--- config.mk ---
export PLATFORM = sky130hd
export DESIGN_NAME = rx_frame_ctrl
export DESIGN_NICKNAME = d
export VERILOG_FILES = /design/src/rtl/rx_pkg.sv /design/src/rtl/rx_bit_vote.sv /design/src/rtl/rx_frame_ctrl.sv
export SDC_FILE = /design/constraint.sdc
export NUM_CORES = 1
export LEC_CHECK = 0
export ABC_AREA = 1
export CORE_MARGIN = 10
export CORE_UTILIZATION = 35
export DETAILED_ROUTE_END_ITERATION = 8
export PLACE_DENSITY = 0.64
export SYNTH_ARGS = -nofsm -noshare
export SYNTH_HDL_FRONTEND = slang
export SYNTH_HIERARCHICAL = 1
export SYNTH_SLANG_ARGS = --single-unit
--- constraint.sdc ---
create_clock -name clk -period 9.68 [get_ports clk]
set_input_delay 0.968 -clock clk [delete_from_list [all_inputs] [get_ports clk]]
set_output_delay 0.968 -clock clk [all_outputs]
set_load 0.005 [all_outputs]
--- src/rtl/rx_pkg.sv ---
// Shared types and frame-field constants for the RX frame controller.
package rx_pkg;

  typedef enum logic [1:0] {
    IDLE    = 2'd0,
    CAPTURE = 2'd1,
    DECODE  = 2'd2,
    CHECK   = 2'd3
  } rx_state_e;

  localparam logic        START_VAL   = 1'b1;
  localparam logic        STOP_VAL    = 1'b0;
  localparam int unsigned DATA_LSB    = 1;
  localparam int unsigned DATA_W      = 8;
  localparam int unsigned DEF_SAMPLES = 80;
  localparam int unsigned DEF_SPB     = 8;

endpackage

--- src/rtl/rx_bit_vote.sv ---
// Majority vote over one frame bit's samples; a tie resolves to 0.
module rx_bit_vote #(
  parameter int unsigned SPB = 8
) (
  input  logic [SPB-1:0] samples,
  output logic           bit_val,
  output logic           tie
);

  localparam int unsigned CW = $clog2(SPB + 1);
  localparam logic [CW-1:0] HALF = CW'(SPB / 2);

  logic [CW-1:0] ones;

  always_comb begin
    ones = '0;
    for (int unsigned i = 0; i < SPB; i++) begin
      ones = ones + CW'(samples[i]);
    end
    bit_val = (ones > HALF);
    tie     = (ones == HALF);
  end

endmodule

--- src/rtl/rx_frame_ctrl.sv ---
// RX sequencing controller: gates the sampler, captures and majority-decodes
// a frame, checks framing and delivers the byte on a valid/ready handshake.
module rx_frame_ctrl
  import rx_pkg::*;
#(
  parameter int unsigned SAMPLES = DEF_SAMPLES,
  parameter int unsigned SPB     = DEF_SPB,
  parameter int unsigned TIMEOUT = 100,
  parameter int unsigned CNT_W   = 16
) (
  input  logic               clk,
  input  logic               rst_n,
  input  logic               enable,
  input  logic               rx_signal,
  output logic               smp_signal,
  input  logic               smp_busy,
  input  logic [SAMPLES-1:0] smp_vec,
  output logic [DATA_W-1:0]  data,
  output logic               data_valid,
  input  logic               data_ready,
  output logic               frame_err,
  output logic               overrun,
  output logic [CNT_W-1:0]   frame_cnt,
  output logic [CNT_W-1:0]   err_cnt
);

  localparam int unsigned NBITS = SAMPLES / SPB;
  localparam int unsigned BIT_W = $clog2(NBITS);
  localparam int unsigned TO_W  = $clog2(TIMEOUT + 1);
  localparam int unsigned IDX_W = $clog2(SAMPLES);

  rx_state_e          state_q, state_d;
  logic               busy_q, busy_d;
  logic               busy_prev_q, busy_prev_d;
  logic [TO_W-1:0]    to_cnt_q, to_cnt_d;
  logic [BIT_W-1:0]   bit_idx_q, bit_idx_d;
  logic [SAMPLES-1:0] shadow_q, shadow_d;
  logic [NBITS-1:0]   frame_q, frame_d;
  logic [DATA_W-1:0]  data_q, data_d;
  logic               dv_q, dv_d;
  logic               ferr_q, ferr_d;
  logic               ovr_q, ovr_d;
  logic [CNT_W-1:0]   fcnt_q, fcnt_d;
  logic [CNT_W-1:0]   ecnt_q, ecnt_d;

  logic               busy_fall;
  logic               fcnt_inc, ecnt_inc;
  logic [IDX_W-1:0]   vote_base;
  logic [SPB-1:0]     vote_grp;
  logic               vote_val, vote_tie, vote_bit;

  always_comb begin
    vote_base = IDX_W'(SAMPLES - 1 - SPB * bit_idx_q);
    vote_grp  = shadow_q[vote_base -: SPB];
  end

  rx_bit_vote #(.SPB(SPB)) u_vote (
    .samples (vote_grp),
    .bit_val (vote_val),
    .tie     (vote_tie)
  );

  assign vote_bit   = vote_val & ~vote_tie;
  assign busy_fall  = busy_prev_q & ~busy_q;
  assign smp_signal = rst_n & enable & rx_signal &
                      ((state_q == IDLE) || (state_q == CAPTURE));

  always_comb begin
    state_d     = state_q;
    busy_d      = smp_busy;
    busy_prev_d = busy_q;
    to_cnt_d    = to_cnt_q;
    bit_idx_d   = bit_idx_q;
    shadow_d    = shadow_q;
    frame_d     = frame_q;
    data_d      = data_q;
    dv_d        = dv_q;
    ferr_d      = 1'b0;
    ovr_d       = ovr_q;
    fcnt_d      = fcnt_q;
    ecnt_d      = ecnt_q;
    fcnt_inc    = 1'b0;
    ecnt_inc    = 1'b0;

    // Accept is resolved before CHECK so a same-cycle good frame can reload.
    if (dv_q && data_ready) dv_d = 1'b0;

    unique case (state_q)
      IDLE: begin
        if (enable && smp_busy) begin
          state_d  = CAPTURE;
          to_cnt_d = TO_W'(1);
        end
      end
      CAPTURE: begin
        if (busy_fall) begin
          shadow_d  = smp_vec;
          bit_idx_d = '0;
          state_d   = DECODE;
        end else if (smp_busy) begin
          to_cnt_d = to_cnt_q + TO_W'(1);
          if (to_cnt_d == TO_W'(TIMEOUT)) begin
            ferr_d   = 1'b1;
            ecnt_inc = 1'b1;
            state_d  = IDLE;
          end
        end
      end
      DECODE: begin
        frame_d   = {vote_bit, frame_q[NBITS-1:1]};
        bit_idx_d = bit_idx_q + BIT_W'(1);
        if (bit_idx_q == BIT_W'(NBITS - 1)) state_d = CHECK;
      end
      CHECK: begin
        state_d = IDLE;
        if ((frame_q[0] != START_VAL) || (frame_q[NBITS-1] != STOP_VAL)) begin
          ferr_d   = 1'b1;
          ecnt_inc = 1'b1;
        end else if (!dv_q || data_ready) begin
          data_d   = frame_q[DATA_LSB +: DATA_W];
          dv_d     = 1'b1;
          fcnt_inc = 1'b1;
        end else begin
          ovr_d    = 1'b1;
          ecnt_inc = 1'b1;
        end
      end
      default: state_d = IDLE;
    endcase

    if (fcnt_inc && (fcnt_q != '1)) fcnt_d = fcnt_q + CNT_W'(1);
    if (ecnt_inc && (ecnt_q != '1)) ecnt_d = ecnt_q + CNT_W'(1);
  end

  always_ff @(posedge clk or negedge rst_n) begin
    if (!rst_n) begin
      state_q     <= IDLE;
      busy_q      <= 1'b0;
      busy_prev_q <= 1'b0;
      to_cnt_q    <= '0;
      bit_idx_q   <= '0;
      shadow_q    <= '0;
      frame_q     <= '0;
      data_q      <= '0;
      dv_q        <= 1'b0;
      ferr_q      <= 1'b0;
      ovr_q       <= 1'b0;
      fcnt_q      <= '0;
      ecnt_q      <= '0;
    end else begin
      state_q     <= state_d;
      busy_q      <= busy_d;
      busy_prev_q <= busy_prev_d;
      to_cnt_q    <= to_cnt_d;
      bit_idx_q   <= bit_idx_d;
      shadow_q    <= shadow_d;
      frame_q     <= frame_d;
      data_q      <= data_d;
      dv_q        <= dv_d;
      ferr_q      <= ferr_d;
      ovr_q       <= ovr_d;
      fcnt_q      <= fcnt_d;
      ecnt_q      <= ecnt_d;
    end
  end

  assign data       = data_q;
  assign data_valid = dv_q;
  assign frame_err  = ferr_q;
  assign overrun    = ovr_q;
  assign frame_cnt  = fcnt_q;
  assign err_cnt    = ecnt_q;

endmodule

==> reports/results.ini, run 1 <==
[critical_path]
critPathArrivalTime_ns=5.35
worstSetupEndpointType=flop
rr_startpoint=bit_idx_q[1]$_DFFE_PN0P_
crit_start=bit_idx_q[1]$_DFFE_PN0P_
cp.required_ns=9.94
critical_path_class=flop to flop
path_max_fanout=20
worst_setup_path_start_kind=flop

[drt]
dr_total_vias=6210
ant_nets=0
wl_per_cell_um=14.3
drt-initial-drc-count=456
wl_mm=18.6
route.detailed.drc=0
dr.pass1.iters=5
via_per_inst=4.75

[logic_synthesis]
synth_top_cell_by_area=dfrtp_1
synth_area_leaders=dfrtp_1 50%, nand2_1 17%, o21ai_0 3.5%
synth_top_area_share_pct=50.3
yosysSeqAreaShare_pct=50.3
syn_inst=907
ys_top_cells_by_count=341 x nand2_1, 148 x dfrtp_1, 63 x nor2_1
async_flop_share_pct=100
synth.most_common_cell=nand2_1
ys.flop_type=dfrtp_1
synth_edf_count=0
yosys_warnings=6
ys_seq_elements=148
synth.net_count=1008
ys_types=35
syn-cell-area_sq_um=7360
synth.avg_cell_area_sq_um=8.12

[sta]
slew_viol_final=0
finalSetupTns_ns=0
hold_viol=0
fin_crit_sh_pct=52.5
finalCriticalPeriod_ns=5.08
skew_ns=0.0112
setup_violations=0
fmax_ghz=0.197
max_slew_margin_pct=38.1
tightestPinTransition_ns=0.929
rsz0062_at_grt=no

[cts]
post_cts_buffers=0
cts_root_buf=clkbuf_16
cts_tree=done
path_clk_slew_ns=0.06
cts_max_level=4
ctsResizeCount=0
cts.sinks=148
cts.path.max_buffers=2
clk_latency_ns=0.41
numCtsBuffers=17
cts_hold_buf=0

[grt]
antenna_found_initial=0
grt_pass1_wl_mm=30.8
grt_overflow=0
grt_usage_pct=13.9
grt_start_max_net_pins=84
grt_pass1_vias=6124

[placement]
gp_congestion=0.837
portBuffers=129
place_hpwl_mm=13.7

[layout]
n_antenna_cell=0
area_growth_pct=28.1
fillers=2076
nets=1124
layout-drive-gt1-share_pct=7.82
fin_util_pct=46.0

[floorplanning]
io_pins=130
die_h_um=165
dieArea_sq_um=27200
start_util_pct=35.9
die_w_um=165
core-area_sq_um=20500
rows=52

[power]
power.density_nw_per_um2=294
vdd_ir_drop_max_mv=0.268
power_leakage_nw=4.46

[outcome]
status=completed

[hold_path]
hp-class=flop to flop
min_from=busy_prev_d$_DFF_PN0_

[run]
drv_cap=0

==> per-layer routing <==
| metal | wire (um) | track usage (%) | share of wire, % |
|---|---|---|---|
| met2 | 8390 | 21.5 | 45 |
| met5 | 0 | 0 | 0 |
| met4 | 265 | 3.66 | 1.4 |
| met1 | 8730 | 18.5 | 47 |
| met3 | 1250 | 4.28 | 6.7 |
==> flip-flops by register name, summed over array words and instances (netlist names), named ones only <==
signal and count:
busy_prev_q 1, overrun 1, to_cnt_q 7, bit_idx_q 4
shadow_q 80, state_q 1, data 8, frame_q 10
err_cnt 16, busy_prev_d 1, frame_err 1, data_valid 1
frame_cnt 16
==> worst max-delay path: stages, from the launching register on <==
cell and delay (ns):
dfrtp_1 0.67, inv_1 0.39, ha_1 0.32, xnor2_1 0.49
nor2_1 0.09, nand2_1 0.22, o21ai_1 0.12, inv_1 0.08
fa_1 0.43, fa_1 0.51, fa_1 0.41, inv_1 0.06
ha_1 0.15, inv_1 0.05, fa_1 0.49, inv_1 0.05
nor2_2 0.07, nand3_1 0.06, nor2_1 0.07, nand3b_1 0.10
o21ai_0 0.08
==> where the power goes <==
part           switching (mW)  leakage [nW]  internal [mW]
Clock                   0.248         0.277          0.392
Combinational           0.682          2.32          0.472
Sequential              0.155          1.87          0.826
==> final timing paths <==
check	end	slack [ns]	cells past startpoint
worst max register to register	frame_q[9]$_DFFE_PN0P_	4.60	20
worst min register to register	busy_prev_q$_DFF_PN0_	0.38	0
max in group asynchronous	shadow_q[51]$_DFFE_PN0P_	7.72	2
worst max-delay path	frame_q[9]$_DFFE_PN0P_	4.60	20
min in group asynchronous	frame_cnt[9]$_DFFE_PN0P_	0.56	1
worst min-delay path	busy_prev_q$_DFF_PN0_	0.38	0
==> through the flow <==
| stage | setup slack (ns) | hold WS [ns] | cells | power (mW) | area [sq um] |
|---|---|---|---|---|---|
| after floorplan | 5.17 | 0.354 | 907 | 1.83 | 7360 |
| after global placement | 4.77 | 0.366 | 1274 | 2.11 | 8860 |
| after detailed placement | 4.61 | 0.377 | 1274 | 2.15 | 8860 |
| after CTS | 4.59 | 0.389 | 1306 | 2.81 | 9430 |
| after global routing | 4.02 | 0.393 | 1306 | 3.06 | 9430 |
| final | 4.60 | 0.384 | 1306 | 2.77 | 9430 |
==> final cells by class <==
class / count / area (sq um) / share of cell area (%)
clock inverter: 9 / 104 / 1.10
sequential: 148 / 3700 / 39.3
timing repair buffer: 133 / 1320 / 14.0
tap: 270 / 338 / 3.58
multi-input combinational: 656 / 3240 / 34.4
inverter: 67 / 251 / 2.67
clock buffer: 23 / 468 / 4.96
==> kinds of logic after synthesis <==
family | after synthesis | synth area share (%)
XOR/XNOR | 29 | 3.45
adder cells (fa/ha/maj) | 15 | 2.96
buffers and inverters | 103 | 5.69
flip-flops | 148 | 50.3
AND/OR/NAND/NOR | 499 | 28.2
multiplexers | 8 | 1.09
AO/OA/AOI/OAI | 105 | 8.26
==> placed cells by master (no fill, tap or decap), drive strengths merged, types with 6 or more instances in the layout <==
master / synthesis / layout
nand2: 367 / 367
dfrtp: 148 / 148
clkdlybuf4s50: 0 / 128
o21ai: 74 / 74
nor2: 70 / 70
inv: 67 / 67
nand3: 46 / 46
clkbuf: 25 / 23
xor2: 16 / 16
xnor2: 13 / 13
ha: 11 / 11
o221ai: 10 / 10
mux2i: 8 / 8
o22ai: 8 / 8
nand4: 8 / 8
nor3: 7 / 7
o211ai: 6 / 6
Power figures use the tool's default switching activity.
==> inputs of run 2 (changes only) <==
==> constraint.sdc (replaced) <==
create_clock -name clk -period 5.2 [get_ports clk]
set_input_delay 0.52 -clock clk [delete_from_list [all_inputs] [get_ports clk]]
set_output_delay 0.52 -clock clk [all_outputs]
set_load 0.005 [all_outputs]
==> run 2 against run 1 <==
Effect of this change: register-to-register slack got worse by 3.9 ns; largest cell class unchanged; combinational power increased by 91%; clock skew about the same.
==> reports/results.ini, run 2 (same netlist as run 1, synthesis figures left out) <==
[sta]
slew_viol_final=0  ; unchanged
skew_ns=0.0110  ; -0.000210 ns
max_slew_margin_pct=27.6  ; -11 points
fin_crit_sh_pct=86.8  ; +34 points
setup_ws_ns=0.685  ; -3.91 ns
hold_viol=0  ; unchanged
rsz0062_at_grt=no
fmax_ghz=0.222  ; +13%
setup_violations=0  ; unchanged
finalCriticalPeriod_ns=4.51  ; -0.569 ns
tightestPinTransition_ns=1.09  ; +0.158 ns
finalSetupTns_ns=0  ; unchanged

[floorplanning]
die_w_um=165  ; unchanged
die_h_um=165  ; unchanged
start_util_pct=35.9  ; unchanged
io_pins=130  ; unchanged
rows=52  ; unchanged
dieArea_sq_um=27200  ; unchanged
core-area_sq_um=20500  ; unchanged

[critical_path]
reg2reg_slack_ns=0.69  ; -3.91 ns
cp.required_ns=5.48  ; -4.46 ns
r2r_cells=21  ; +5.0%
setup.worst_path.end=frame_q[9]$_DFFE_PN0P_
worstSetupEndpointType=flop
rr_startpoint=bit_idx_q[1]$_DFFE_PN0P_
critPathArrivalTime_ns=4.79  ; -0.56 ns
path_max_fanout=20  ; unchanged
critical_path_class=flop to flop
worst_setup_path_start_kind=flop
crit_start=bit_idx_q[1]$_DFFE_PN0P_
worstReg2RegEnd=frame_q[9]$_DFFE_PN0P_

[placement]
gp_congestion=0.901  ; +7.7%
dp.cells=1277  ; +0.24%
portBuffers=129  ; unchanged
place_area_sq_um=8880  ; +0.25%
place_hpwl_mm=13.8  ; +0.87%
place_ws_ns=0.697  ; -3.91 ns

[cts]
path_clk_slew_ns=0.06  ; about the same
cts_tree=done
cts_max_level=4  ; unchanged
clk_latency_ns=0.43  ; +0.02 ns
post_cts_buffers=0  ; unchanged
cts_hold_buf=0  ; unchanged
ctsResizeCount=0  ; unchanged
cts_root_buf=clkbuf_16
cts.sinks=148  ; unchanged
cts.path.max_buffers=2  ; unchanged
numCtsBuffers=17  ; unchanged

[power]
fin_total_pwr_mw=5.25  ; +89%
power.density_nw_per_um2=554  ; +88%
vdd_ir_drop_max_mv=0.318  ; +19%
power_leakage_nw=4.48  ; +0.51%

[layout]
layout-drive-gt1-share_pct=8.37  ; +0.55 points
top_register=shadow_q
largest_reg_flops=80  ; unchanged
n_antenna_cell=0  ; unchanged
nets=1127  ; +0.27%
instances_no_fill=1309  ; +0.23%
most-common-layout-cells=341 x nand2_1, 148 x dfrtp_1, 128 x clkdlybuf4s50_1
design_area_sq_um=9460  ; +0.35%
layout_commonest_cell=nand2_1
area_growth_pct=28.6
fillers=2046  ; -1.4%

[grt]
grt_pass1_wl_mm=31.2  ; +1.1%
grt_pass1_vias=6109  ; -0.24%
grt_overflow=0  ; unchanged
grt_start_max_net_pins=88  ; +4.8%
antenna_found_initial=0  ; unchanged
grt_usage_pct=14.2  ; +0.28 points

[drt]
ant_nets=0  ; unchanged
wl_per_cell_um=14.4  ; +0.87%
route.detailed.drc=0  ; unchanged
dr.pass1.iters=5  ; unchanged
drt-initial-drc-count=389  ; -15%
dr_total_vias=6211  ; +0.016%
wl_mm=18.8  ; +1.1%
via_per_inst=4.74  ; -0.21%

[outcome]
status=completed

[run]
drv_cap=0  ; unchanged

[hold_path]
hp-class=input port to asynchronous set/reset pin

-- run 2: layer usage --
layer / GRT usage, % / vias to the layer above / routed length (um)
met1: 19.0 / 2884 / 8840
met4: 3.70 / 0 / 197
met3: 4.23 / 21 / 1250
met5: 0 / - / 0
li1: - / 3139 / -
met2: 22.0 / 167 / 8560
-- run 2: final cells by class --
type	instances	area [sq um]	share of cell area, %
timing repair buffer	136	1350	14.2
clock buffer	18	429	4.54
tap	270	338	3.57
sequential	148	3700	39.1
clock inverter	14	153	1.61
multi-input combinational	656	3240	34.3
inverter	67	251	2.66
-- run 2: where the power goes --
part           total (mW)  internal [mW]  switching, mW
sequential           1.82           1.54          0.287
combinational        2.20          0.903           1.30
clock                1.22          0.712          0.510
total                5.25           3.15           2.09
-- run 2: critical path: stages, from the launching register on --
cell	delay [ns]
dfrtp_1	0.38
inv_1	0.05
buf_4	0.21
ha_1	0.31
inv_1	0.33
o221ai_1	0.22
o211ai_1	0.13
o21ai_1	0.09
inv_1	0.08
fa_1	0.43
fa_1	0.51
fa_1	0.41
inv_1	0.07
ha_1	0.15
inv_1	0.05
fa_1	0.51
inv_1	0.05
nor2_2	0.06
nand3_1	0.06
nor2_1	0.07
nand3b_1	0.10
o21ai_0	0.08
-- run 2: how the worst min path moves through the flow --
stage / end / start / depth (start not counted) / slack [ns]
floorplan: asynchronous set/reset pin / rst_n / 0 / 0.22
global placement: busy_prev_q$_DFF_PN0_ / busy_prev_d$_DFF_PN0_ / 0 / 0.37
detailed placement: busy_prev_q$_DFF_PN0_ / busy_prev_d$_DFF_PN0_ / 0 / 0.37
CTS: frame_cnt[9]$_DFFE_PN0P_ / rst_n / 1 / 0.09
global route: to_cnt_q[1]$_DFFE_PN0P_ / rst_n / 1 / 0.12
finish: frame_cnt[9]$_DFFE_PN0P_ / rst_n / 1 / 0.08
-- run 2: stage by stage --
stage / util (%) / hold WS, ns
2_1_floorplan: - / 0.224
3_3_place_gp: 43.3 / 0.370
3_5_place_dp: 43.3 / 0.373
4_1_cts: 46.2 / 0.0897
5_1_grt: 46.2 / 0.121
6_report: 46.2 / 0.0766
==> inputs of run 3 (changes only) <==
--- a/config.mk
+++ b/config.mk
@@ -5,7 +5,6 @@
 export SDC_FILE = /design/constraint.sdc
 export NUM_CORES = 1
 export LEC_CHECK = 0
-export ABC_AREA = 1
 export CORE_MARGIN = 10
 export CORE_UTILIZATION = 35
 export DETAILED_ROUTE_END_ITERATION = 8
==> run 3 against run 2 <==
Effect of this change: sequential power about the same; cell area decreased by 2.8%; clock-buffer cell count increased by 1; clock skew increased by 0.0019 ns; critical path depth decreased by 3; die area decreased by 4.0%; synthesized area decreased by 4.5%.
==> reports/results.ini, run 3 <==
[sta]
fin_crit_sh_pct=89.7  ; +2.9 points
skew_ns=0.0129  ; +0.00192 ns
setup_violations=0  ; unchanged
finalSetupTns_ns=0  ; unchanged
rsz0062_at_grt=no
hold_viol=0  ; unchanged
finalCriticalPeriod_ns=4.66  ; +0.149 ns
max_slew_margin_pct=30.2  ; +2.6 points
slew_viol_final=0  ; unchanged
tightestPinTransition_ns=1.05  ; -0.0396 ns
fmax_ghz=0.214  ; -3.2%

[critical_path]
r2r_cells=18  ; -14%
path_max_fanout=16  ; -20%
worstSetupEndpointType=flop
critical_path_class=flop to flop
worst_setup_path_start_kind=flop
reg2reg_slack_ns=0.54  ; -0.15 ns
rr_startpoint=bit_idx_q[2]$_DFFE_PN0P_
cp.required_ns=5.45  ; -0.03 ns
critPathArrivalTime_ns=4.92  ; +0.13 ns
worstReg2RegEnd=frame_q[9]$_DFFE_PN0P_

[power]
power.density_nw_per_um2=574  ; +3.5%
vdd_ir_drop_max_mv=0.479  ; +51%
power_leakage_nw=3.81  ; -15%

[floorplanning]
start_util_pct=35.9  ; -0.040 points
dieArea_sq_um=26100  ; -4.0%
core-area_sq_um=19600  ; -4.4%
die_h_um=162  ; -2.0%
die_w_um=162  ; -2.0%
io_pins=130  ; unchanged
rows=51  ; -1.9%

[logic_synthesis]
yosys_warnings=6  ; unchanged
synth_edf_count=0  ; unchanged
syn-cell-area_sq_um=7030  ; -4.5%
yosys.area_share.adder_pct=3.10  ; +0.14 points
synth_top_family_by_area=multiplexers
synth.avg_cell_area_sq_um=12.4  ; +52%
synth_top_cell_by_area=dfrtp_1
muxShareOfSynthArea_pct=21.2  ; +20 points
ys_types=56  ; +60%
yosysSeqAreaShare_pct=52.7  ; +2.4 points
synth_compound_area_share_pct=5.91  ; -2.4 points
syn_inst=569  ; -37%
synth-simple-area-share_pct=11.2  ; -17 points
synth.net_count=670  ; -34%
synth_top_area_share_pct=52.7  ; +2.4 points
synth.most_common_cell=dfrtp_1
async_flop_share_pct=100  ; unchanged
synth-xor-area-share_pct=3.12  ; -0.34 points
ys.flop_type=dfrtp_1
ys_seq_elements=148  ; unchanged
ys_top_cells_by_count=148 x dfrtp_1, 91 x mux2_2, 50 x nand2_1
synth_area_leaders=dfrtp_1 53%, mux2_2 15%, mux4_2 5.1%

[layout]
fillers=1805  ; -12%
n_antenna_cell=0  ; unchanged
nets=799  ; -29%
design_area_sq_um=9200  ; -2.8%
layout_commonest_cell=dfrtp_1
area_growth_pct=30.9
layout-drive-gt1-share_pct=23.3  ; +15 points
top_register=shadow_q
largest_reg_flops=80  ; unchanged
most-common-layout-cells=147 x dfrtp_1, 128 x clkdlybuf4s50_1, 91 x mux2_2

[drt]
dr.pass1.iters=4  ; -1
ant_nets=0  ; unchanged
dr_total_vias=4895  ; -21%
wl_per_cell_um=17.1  ; +19%
route.detailed.drc=0  ; unchanged
via_per_inst=5.02  ; +5.7%
wl_mm=16.7  ; -11%
drt-initial-drc-count=272  ; -30%

[grt]
antenna_found_initial=0  ; unchanged
grt_overflow=0  ; unchanged
grt_pass1_wl_mm=27.8  ; -11%
grt_usage_pct=13.1  ; -1.1 points
grt_pass1_vias=5330  ; -13%
grt_start_max_net_pins=84  ; -4.5%

[run]
drv_cap=0  ; unchanged

[cts]
cts.path.max_buffers=2  ; unchanged
cts_tree=done
cts_root_buf=clkbuf_16
cts_max_level=4  ; unchanged
post_cts_buffers=0  ; unchanged
numCtsBuffers=17  ; unchanged
clk_latency_ns=0.42  ; about the same
cts_hold_buf=0  ; unchanged
ctsResizeCount=0  ; unchanged
path_clk_slew_ns=0.07  ; about the same
cts.sinks=148  ; unchanged

[hold_path]
hp-class=input port to asynchronous set/reset pin

[placement]
gp_congestion=0.799  ; -11%
portBuffers=129  ; unchanged
place_area_sq_um=8600  ; -3.1%
place_hpwl_mm=12.3  ; -11%

[outcome]
status=completed

run 3: area by class of cell:
type	count	area, sq um	area share (%)
Sequential cell	148	3700	40.3
Multi-Input combinational cell	374	3150	34.2
Timing Repair Buffer	135	1340	14.5
Clock buffer	19	453	4.92
Tap cell	265	332	3.60
Clock inverter	13	145	1.58
Inverter	22	82.6	0.898
run 3: routing by layer:
metal / GRT usage, % / share of wire, %
met1: 16.9 / 46
met2: 20.3 / 46
met3: 4.95 / 6.9
met4: 3.14 / 1.0
met5: 0 / 0
run 3: worst max-delay path: stages (launching register included):
cell,delay (ns)
dfrtp_1,0.34
inv_1,0.08
ha_1,0.21
xnor2_2,0.55
buf_4,0.28
nand3_1,0.08
o21ai_0,0.09
inv_1,0.08
fa_1,0.55
fa_1,0.43
fa_1,0.44
inv_1,0.07
ha_1,0.15
inv_1,0.05
fa_1,0.37
xor2_1,0.18
a2111oi_2,0.33
nand3b_1,0.14
o21ai_0,0.08
run 3: through the flow:
stage          utilization, %  cells  hold WS, ns  setup slack [ns]  total power [mW]
3_3_place_gp             43.9    944        0.384             0.682              3.89
6_report                 47.0    976       0.0987             0.536              5.28
5_1_grt                  47.0    976        0.158             0.130              5.68
3_5_place_dp             43.9    944        0.398             0.541              4.07
4_1_cts                  47.0    976        0.136             0.538              5.35
2_1_floorplan               -    569        0.224             0.273              3.45
run 3: worst max path at each step:
stage / to / from / depth (start not counted)
4_1_cts: frame_q[9]$_DFFE_PN0P_ / bit_idx_q[2]$_DFFE_PN0P_ / 18
2_1_floorplan: frame_q[9]$_DFFE_PN0P_ / bit_idx_q[1]$_DFFE_PN0P_ / 20
3_3_place_gp: frame_q[9]$_DFFE_PN0P_ / bit_idx_q[0]$_DFFE_PN0P_ / 15
5_1_grt: frame_q[9]$_DFFE_PN0P_ / bit_idx_q[2]$_DFFE_PN0P_ / 18
3_5_place_dp: frame_q[9]$_DFFE_PN0P_ / bit_idx_q[2]$_DFFE_PN0P_ / 18
6_report: frame_q[9]$_DFFE_PN0P_ / bit_idx_q[2]$_DFFE_PN0P_ / 18
run 3: report_power, final:
part	internal, mW	switching (mW)
clock network	0.739	0.498
logic	1.14	1.07
registers	1.54	0.295
run 3: cell families after synthesis:
group,after synthesis
flip-flops,148
buffers and inverters,47
AND/OR/NAND/NOR,154
AO/OA/AOI/OAI,63
XOR/XNOR,25
adder cells (fa/ha/maj),15
multiplexers,117
